### config.mk
export PLATFORM = sky130hd
export DESIGN_NAME = timer_cuenta_bcd
export DESIGN_NICKNAME = d
export VERILOG_FILES = /design/src/rtl/timer_pkg.sv /design/src/rtl/bcd_digit_dec.sv /design/src/rtl/timer_cuenta_bcd.sv
export SDC_FILE = /design/constraint.sdc
export NUM_CORES = 1
export LEC_CHECK = 0
export CELL_PAD_IN_SITES_DETAIL_PLACEMENT = 1
export CELL_PAD_IN_SITES_GLOBAL_PLACEMENT = 1
export CORE_MARGIN = 4
export CORE_UTILIZATION = 42
export CTS_CLUSTER_DIAMETER = 60
export DETAILED_ROUTE_END_ITERATION = 12
export PLACE_DENSITY_LB_ADDON = 0.05
export SETUP_SLACK_MARGIN = 0.4
export SLEW_MARGIN = 10
export SYNTH_ARGS = -nofsm -noshare
export SYNTH_HDL_FRONTEND = slang
export SYNTH_SLANG_ARGS = --single-unit
### constraint.sdc
create_clock -name clk -period 3.67 [get_ports clk]
set_clock_uncertainty 0.2 [all_clocks]
set_input_delay 0.5505 -clock clk [delete_from_list [all_inputs] [get_ports clk]]
set_output_delay 0.5505 -clock clk [all_outputs]
set_load 0.02 [all_outputs]
### src/rtl/timer_pkg.sv
// rtl/timer_pkg.sv - shared encodings and BCD limits for the HH:MM:SS countdown timer
package timer_pkg;

    localparam logic [1:0] ST_IDLE  = 2'd0;
    localparam logic [1:0] ST_RUN   = 2'd1;
    localparam logic [1:0] ST_PAUSE = 2'd2;
    localparam logic [1:0] ST_ALARM = 2'd3;

    localparam logic [1:0] SEL_SS   = 2'd0;
    localparam logic [1:0] SEL_MM   = 2'd1;
    localparam logic [1:0] SEL_HH   = 2'd2;
    localparam logic [1:0] SEL_ZERO = 2'd3;

    localparam logic [3:0] DIG_MAX     = 4'd9;
    localparam logic [3:0] TENS_MAX_MS = 4'd5;
    localparam logic [3:0] HH_TENS_MAX = 4'd2;
    localparam logic [7:0] HH_MAX      = 8'h23;

    // A start time is accepted only if every field is a legal clock value.
    function automatic logic load_ok(input logic [7:0] hh, input logic [7:0] mm,
                                     input logic [7:0] ss);
        return (hh[3:0] <= DIG_MAX) && (hh[7:4] <= DIG_MAX) && (hh <= HH_MAX) &&
               (mm[3:0] <= DIG_MAX) && (mm[7:4] <= TENS_MAX_MS) &&
               (ss[3:0] <= DIG_MAX) && (ss[7:4] <= TENS_MAX_MS);
    endfunction

endpackage

### src/rtl/bcd_digit_dec.sv
// rtl/bcd_digit_dec.sv - one BCD digit of the decrement borrow chain
module bcd_digit_dec
    import timer_pkg::*;
(
    input  logic [3:0] digit,
    input  logic [3:0] max,
    input  logic       borrow_in,
    output logic [3:0] next,
    output logic       borrow_out
);

    always_comb begin
        next       = digit;
        borrow_out = 1'b0;
        if (borrow_in) begin
            if (digit == 4'd0) begin
                next       = max;
                borrow_out = 1'b1;
            end else begin
                next = digit - 4'd1;
            end
        end
    end

endmodule

### src/rtl/timer_cuenta_bcd.sv
// rtl/timer_cuenta_bcd.sv - BCD HH:MM:SS countdown timer; TIMER_AUTORELOAD_EN enables shadow reload
module timer_cuenta_bcd
    import timer_pkg::*;
#(
    parameter int unsigned TICK_DIV = 100_000_000
)
(
    input  logic       clk,
    input  logic       reset,
    input  logic       load,
    input  logic [7:0] load_hh,
    input  logic [7:0] load_mm,
    input  logic [7:0] load_ss,
    input  logic       start,
    input  logic       stop,
    input  logic       alarm_ack,
    input  logic [1:0] field_sel,
    output logic [7:0] out_count_dato,
    output logic [7:0] out_hh,
    output logic [7:0] out_mm,
    output logic [7:0] out_ss,
    output logic       running,
    output logic       estado_alarma,
    output logic       tick_out,
    output logic       load_err
);

    localparam int unsigned PW = (TICK_DIV > 2) ? $clog2(TICK_DIV) : 1;
    localparam logic [PW-1:0] PRESC_MAX = PW'(TICK_DIV - 1);

    logic [1:0]    state;
    logic [PW-1:0] presc;
    logic [7:0]    hh, mm, ss;
    logic [7:0]    hh_n, mm_n, ss_n;
    logic [6:0]    brw;
    logic          load_err_q;
    logic          alarm_pulse;
    logic          load_valid;
    logic          is_zero;
    logic          at_one;
    logic          tick;
`ifdef TIMER_AUTORELOAD_EN
    logic [23:0]   shadow;
`endif

    // Borrow enters the seconds units on every tick; it leaves the hours tens only from 00:00:00.
    assign brw[0] = 1'b1;

    bcd_digit_dec u_ss_u (.digit(ss[3:0]), .max(DIG_MAX),     .borrow_in(brw[0]), .next(ss_n[3:0]), .borrow_out(brw[1]));
    bcd_digit_dec u_ss_t (.digit(ss[7:4]), .max(TENS_MAX_MS), .borrow_in(brw[1]), .next(ss_n[7:4]), .borrow_out(brw[2]));
    bcd_digit_dec u_mm_u (.digit(mm[3:0]), .max(DIG_MAX),     .borrow_in(brw[2]), .next(mm_n[3:0]), .borrow_out(brw[3]));
    bcd_digit_dec u_mm_t (.digit(mm[7:4]), .max(TENS_MAX_MS), .borrow_in(brw[3]), .next(mm_n[7:4]), .borrow_out(brw[4]));
    bcd_digit_dec u_hh_u (.digit(hh[3:0]), .max(DIG_MAX),     .borrow_in(brw[4]), .next(hh_n[3:0]), .borrow_out(brw[5]));
    bcd_digit_dec u_hh_t (.digit(hh[7:4]), .max(HH_TENS_MAX), .borrow_in(brw[5]), .next(hh_n[7:4]), .borrow_out(brw[6]));

    assign is_zero    = brw[6];
    assign at_one     = ({hh, mm, ss} == 24'h00_00_01);
    assign load_valid = load && load_ok(load_hh, load_mm, load_ss);
    // A load or stop in the same cycle pre-empts the decrement.
    assign tick       = (state == ST_RUN) && (presc == PRESC_MAX) && !load && !stop;

    always_ff @(posedge clk or posedge reset) begin
        if (reset) begin
            state       <= ST_IDLE;
            presc       <= '0;
            hh          <= 8'h00;
            mm          <= 8'h00;
            ss          <= 8'h00;
            load_err_q  <= 1'b0;
            alarm_pulse <= 1'b0;
`ifdef TIMER_AUTORELOAD_EN
            shadow      <= 24'h00_00_00;
`endif
        end else begin
            load_err_q  <= load && !load_valid;
            alarm_pulse <= 1'b0;
            if (load) begin
                if (load_valid) begin
                    hh    <= load_hh;
                    mm    <= load_mm;
                    ss    <= load_ss;
                    state <= ST_IDLE;
                    presc <= '0;
`ifdef TIMER_AUTORELOAD_EN
                    shadow <= {load_hh, load_mm, load_ss};
`endif
                end
            end else if (stop && state == ST_RUN) begin
                state <= ST_PAUSE;
            end else if (start && ((state == ST_IDLE && !is_zero) || state == ST_PAUSE)) begin
                // Resuming from PAUSE keeps the prescaler so paused time causes no drift.
                if (state == ST_IDLE) begin
                    presc <= '0;
                end
                state <= ST_RUN;
            end else if (state == ST_ALARM && alarm_ack) begin
                state <= ST_IDLE;
            end else if (state == ST_RUN) begin
                if (tick) begin
                    presc <= '0;
`ifdef TIMER_AUTORELOAD_EN
                    if (at_one && shadow != 24'h00_00_00) begin
                        {hh, mm, ss} <= shadow;
                        alarm_pulse  <= 1'b1;
                    end else
`endif
                    begin
                        hh <= hh_n;
                        mm <= mm_n;
                        ss <= ss_n;
                        if (at_one) begin
                            state <= ST_ALARM;
                        end
                    end
                end else begin
                    presc <= presc + PW'(1);
                end
            end
        end
    end

    always_comb begin
        out_count_dato = 8'h00;
        case (field_sel)
            SEL_SS:   out_count_dato = ss;
            SEL_MM:   out_count_dato = mm;
            SEL_HH:   out_count_dato = hh;
            SEL_ZERO: out_count_dato = 8'h00;
            default:  out_count_dato = 8'h00;
        endcase
    end

    assign out_hh        = hh;
    assign out_mm        = mm;
    assign out_ss        = ss;
    assign running       = (state == ST_RUN);
    assign estado_alarma = (state == ST_ALARM) || alarm_pulse;
    assign tick_out      = tick;
    assign load_err      = load_err_q;

endmodule

* Word-level counts from Yosys, hierarchy flattened
Index checks and enable logic that the tools add are counted.
** Storage, ports and cells
- Bits in registers :: 54
- Bits in latches :: 0
- RAM bits :: 0
- Bits in read-only memories :: 0
- Input bits :: 32
- Memories kept :: 0
** Operators by class
- Add/subtract/negate cells :: 7
- Multiply operators :: 0
- Divide/modulo/power cells :: 0
- Magnitude comparators :: 7
- Equal/unequal tests :: 14
- Shift-type cells :: 0
- Muxes and demuxes :: 60
- Bitwise operators :: 0
- Reductions and logical operators :: 47
** Operators by type and width (count)
- $mux 27 :: 8
- $mux 8 :: 21
- $mux 4 :: 11
- $reduce_and 7->1 :: 5
- $pmux 8 s4 :: 1
- $add 27x1->27 const B :: 1
- $eq 27x27->1 const B :: 1
- $eq 24x1->1 const B :: 1
- $logic_not 4->1 :: 6
- $sub 4x1->4 const B :: 6
- $le 4x4->1 const B :: 4
- $mux 2 :: 8
- $logic_and 1x1->1 :: 15
- $reduce_bool 5->1 :: 3
- $reduce_bool 2->1 :: 7
- $mux 1 :: 11
- $eq 2x2->1 const B :: 4
- $le 4x3->1 const B :: 2
- $le 8x6->1 const B :: 1
- $ne 2x2->1 const B :: 3
- $ne 3x3->1 const B :: 2
- $reduce_and 6->1 :: 1
- $reduce_and 5->1 :: 1
- $eq 2x1->1 const B :: 2
- 6 further kinds :: 10

* Depth between registers and ports, before layout
- Depth in word-level cells :: 14
- Depth in mapped cells :: 9
- Gate-level depth less buffers :: 8

* Modules after synthesis
Synthesis repeated with hierarchy kept, for this count alone.
** Unflattened totals
- Cells, all modules :: 502
- Area, all modules :: 4171.5 um^2
** By module, submodules not included
- timer_cuenta_bcd :: times used 1, cells an instance 364, area an instance 3210.6 um^2
- bcd_digit_dec :: times used 6, cells an instance 23, area an instance 160.2 um^2

* Worst setup path after synthesis
No wires, ideal clock.
- Kind :: register -> output
- From :: reg presc[0]
- To :: out tick_out
- Arrival :: 1.932 ns
- Data required time :: 2.919 ns
- Path slack :: 0.987 ns
- Cell stages (with the launch flop) :: 6
- Cell sequence :: dfrtp_1 ha_1 clkbuf_1 and3_1 nand2_1 nor4b_1
** On the way
- Word-level cells in the longest chain between the ends :: 4
** Ends and longest elaborated chain
- start: declaration :: RTL line timer_cuenta_bcd.sv:32 : logic [PW-1:0] presc;
- start signal: assignment :: RTL line timer_cuenta_bcd.sv:116 : presc <= presc + PW'(1);
- $eq 27x27->1 :: RTL line timer_cuenta_bcd.sv:60 : assign tick = (state == ST_RUN) && (presc == PRESC_MAX) && !load && !stop;
- $logic_and 1x1->1 (3 in a row) :: RTL line timer_cuenta_bcd.sv:60
- end: declaration :: RTL line timer_cuenta_bcd.sv:24 : output logic tick_out,
No other way between the ends.

* Worst setup path after layout
- From :: in field_sel[1]
- To :: out out_count_dato[6]
** On the way
- Word-level cells in the longest chain between the ends :: 2
** Ends and longest elaborated chain
- start: declaration :: RTL line timer_cuenta_bcd.sv:17 : input logic [1:0] field_sel,
- $eq 2x2->1, or another cell as far along :: RTL line timer_cuenta_bcd.sv:124 : case (field_sel)
- $pmux 8 s4 * :: RTL line timer_cuenta_bcd.sv:124
- end: declaration :: RTL line timer_cuenta_bcd.sv:18 : output logic [7:0] out_count_dato,
Mark *: on every way between the ends. The rest lies on a longest branch, timed or not.

==> impl_results.md <==
- Fin crit share: 86.6%
- Largest area contributor in the netlist: dfrtp_1
- Routed wire length: 12500 microns
- DP Wirelength: 9210 microns
- Sequential area share after synthesis: 38.4%
- Worst path cell trace: clkdlybuf4s50_1, buf_4, mux2i_1, o21ai_0, clkdlybuf4s50_1
- I/O Buffers: 67
- Outcome: finished clean
- Async SR Flop Fraction: 100%
- Main area contributors after synthesis: dfrtp_1 38%, o21ai_0 6.0%, nand2_1 4.3%
- Clock Path Buffers: 2
- Clock sinks: 54
- Design Power: 0.00144 W
- Hold Crit Class: flop to flop
- # IOs: 68
- Final hold vios: 0
- Yosys reg bits: 54
- Share of cells above drive strength 1: 8.30%
- Most frequent CP cell: clkdlybuf4s50_1
- Gr ovfl total: 0
- Largest net degree at the start of global routing: 40
- Final worst path period need: 3180 ps
- Total Nets Final: 527
- Mapped Area: 0.00352 sq mm
- Syn nets: 456
- CTS hold repair buffers: 0
- Root buffer cell: clkbuf_8
- Synth Area in Compound Gates: 28.1%
- H-tree depth: 2
- CP max FO: 6
- Die X: 99.5 microns
- WS Path Type: input port to primary output
- Slew Viols, Final: 0
- Sum of negative setup slack: 0 ps
- # Max-Cap Violations: 0
- CTS Buf Count: 5
- DRC viols: 0
- Pwr per Cell Area: 321 mW/mm^2
- Ys Warns: 0
- Leak Pwr: 1.71 nW
- Routed Antenna Nets: 0
- Simple-gate share of the synthesized area: 25.3%
- Clk pin slew, worst setup/hold paths: 110 ps
- Dpl cell area: 0.00435 sq mm
- Core area: 0.00818 sq mm
- Initial antenna violation count: 0
- Row cnt: 33
- CP Launch Type: input port
- Placer's final routability congestion estimate: 0.829
- Post-synthesis mux area share: 4.02%
- Overall routing resource usage: 26.1%
- Vias in the first global route: 3975
- Max stage delay on crit path: 670 ps
- Detailed-route vias per instance: 6.29
- Worst skew pair latency: 320 ps
- Crit. End Element: primary output
- Die footprint: 0.00990 sq mm
- Arr. time, crit path: 2430 ps
- FMAX: 0.315 GHz
- FILL cells: 984
- CTS tree: yes
- Initial Utilization: 43.0%
- Worst vdd ir: 0.168 mV
- N_diodes: 0
- Post-Layout Cell Count: 599
- Fin area: 0.00449 sq mm
- Main combinational cell family by area after synthesis: compound AO/OA/AOI/OAI gates
- Post-Synthesis Cells: 422
- DRT Pass-1 Iters: 5
- First-pass GRT wire length: 21000 microns
- Worst path slowest cell: clkdlybuf4s50_1
- Setup Viol. Count Final: 0
- Worst EP required: 2920 ps
- Yosys top cell area share: 38.4%
- P&R area growth vs syn: 27.7%
- Starting DRT DRC Count: 194
- Main synth FF type: dfrtp_1
- RSZ-0062 raised after global routing: true
- Syn avg cell area: 8.33 sq um
- Distinct cells, synth: 59
- Vias: 3766
- Worst Max-Slew Pin Slew: 797 ps
- DR WL/cell: 20.9 microns
- Worst slew margin: 46.9%
- Synth Area in Adders: 0.712%
- EDFF count, synth: 0
- Xor/xnor share of the synthesized area: 0%
- Placed Cells: 590
- Die Ht: 99.5 microns
==> worst paths after layout <==
path | start | end | slack, ps | cells past startpoint
max | field_sel[1] | out_count_dato[6] | 490 | 5
min | presc[26]$_DFFE_PP0P_ | presc[26]$_DFFE_PP0P_ | 300 | 1
max reg2reg | presc[3]$_DFFE_PP0P_ | out_hh[6]$_DFFE_PP0P_ | 830 | 6
min reg2reg | presc[26]$_DFFE_PP0P_ | presc[26]$_DFFE_PP0P_ | 300 | 1
max in group asynchronous | reset | presc[0]$_DFFE_PP0P_ | 2530 | 3
min in group asynchronous | reset | out_mm[0]$_DFFE_PP0P_ | 410 | 3
==> critical path, delay by kind of cell <==
kind                   cells  cell delay (ps)
AO/OA/AOI/OAI              1              250
buffers and inverters      3             1560
multiplexers               1               70
==> metrics by stage <==
stage | worst slack, ps | hold slack (ps) | util (%)
floorplan | 987 | 239 | -
global placement | 496 | 267 | 53.3
detailed placement | 407 | 281 | 53.3
CTS | 410 | 288 | 54.8
global route | 370 | 330 | 54.9
finish | 492 | 299 | 54.9
==> kinds of logic (layout without fill, tap and decap cells) <==
group	count (synthesis)	in the layout
muxes	14	14
buffers and inverters	31	103
and+or+nand+nor	166	166
DFF	54	54
adders and majority gates	2	2
AOI/OAI and AO/OA	155	155
==> flip-flops by register name, indices dropped and copies added, names as in the netlist <==
register	flops
presc	27
load_err	1
out_hh	8
out_ss	8
out_mm	8
state	2
==> final cells by class <==
class                   count  area [sq um]  share of cell area (%)
multi-input cells         337          2070                    46.1
flip-flops and latches     54          1350                    30.1
repair buffers             83           791                    17.6
well taps                 105           131                    2.93
clock buffers               6          82.6                    1.84
inverters                  12          45.0                    1.00
clock inverters             2          16.3                   0.362
==> metal layers <==
metal	wire length, microns	GRT usage (%)	up-vias	share of wire (%)
li1	-	-	1745	-
met1	5960	38.1	1921	48
met2	5930	41.2	89	47
met3	467	3.65	11	3.7
met4	146	5.99	0	1.2
met5	0	0	-	0
==> power by group <==
part           total (W)  switching [W]  internal, W
clock           0.000379       0.000223     0.000156
combinational   0.000333       0.000177     0.000156
sequential      0.000730      0.0000861     0.000644
==> placed cells by master, fill, tap and decap left out, types with 4 or more instances in the layout <==
cell type,n
o31ai_1,14
inv_1,10
nand2b_1,4
a21oi_1,25
nand3_1,17
nand2_1,40
clkbuf_8,6
clkdlybuf4s50_1,67
and2_1,10
a211oi_1,4
and4_1,6
o21ai_1,24
a2bb2oi_1,5
a22oi_1,7
o21ai_0,42
dfrtp_1,53
o22ai_1,6
nor3_1,18
nand4_1,10
mux2i_1,13
and3_1,5
buf_4,16
nor2_1,28
nor3b_1,4
==> Yosys cell counts (all sizes together) (6+ instances only) <==
master	instances
nor2	28
nand2	40
nor3	21
nand4	10
a21oi	25
mux2i	13
o31ai	14
a22oi	7
o22ai	6
o21ai	66
and2	10
and4	6
nor4	6
nand3	17
clkbuf	13
dfrtp	54
inv	12
buf	6
==> repair_timing <==
action / in CTS / in global routing
gates resized for setup: 3 / 3
pin swaps: 1 / 0
setup buffers: 1 / 0
endpoints found under the setup margin: 1 / 8
No activity file was read; power rests on OpenSTA's default activity.
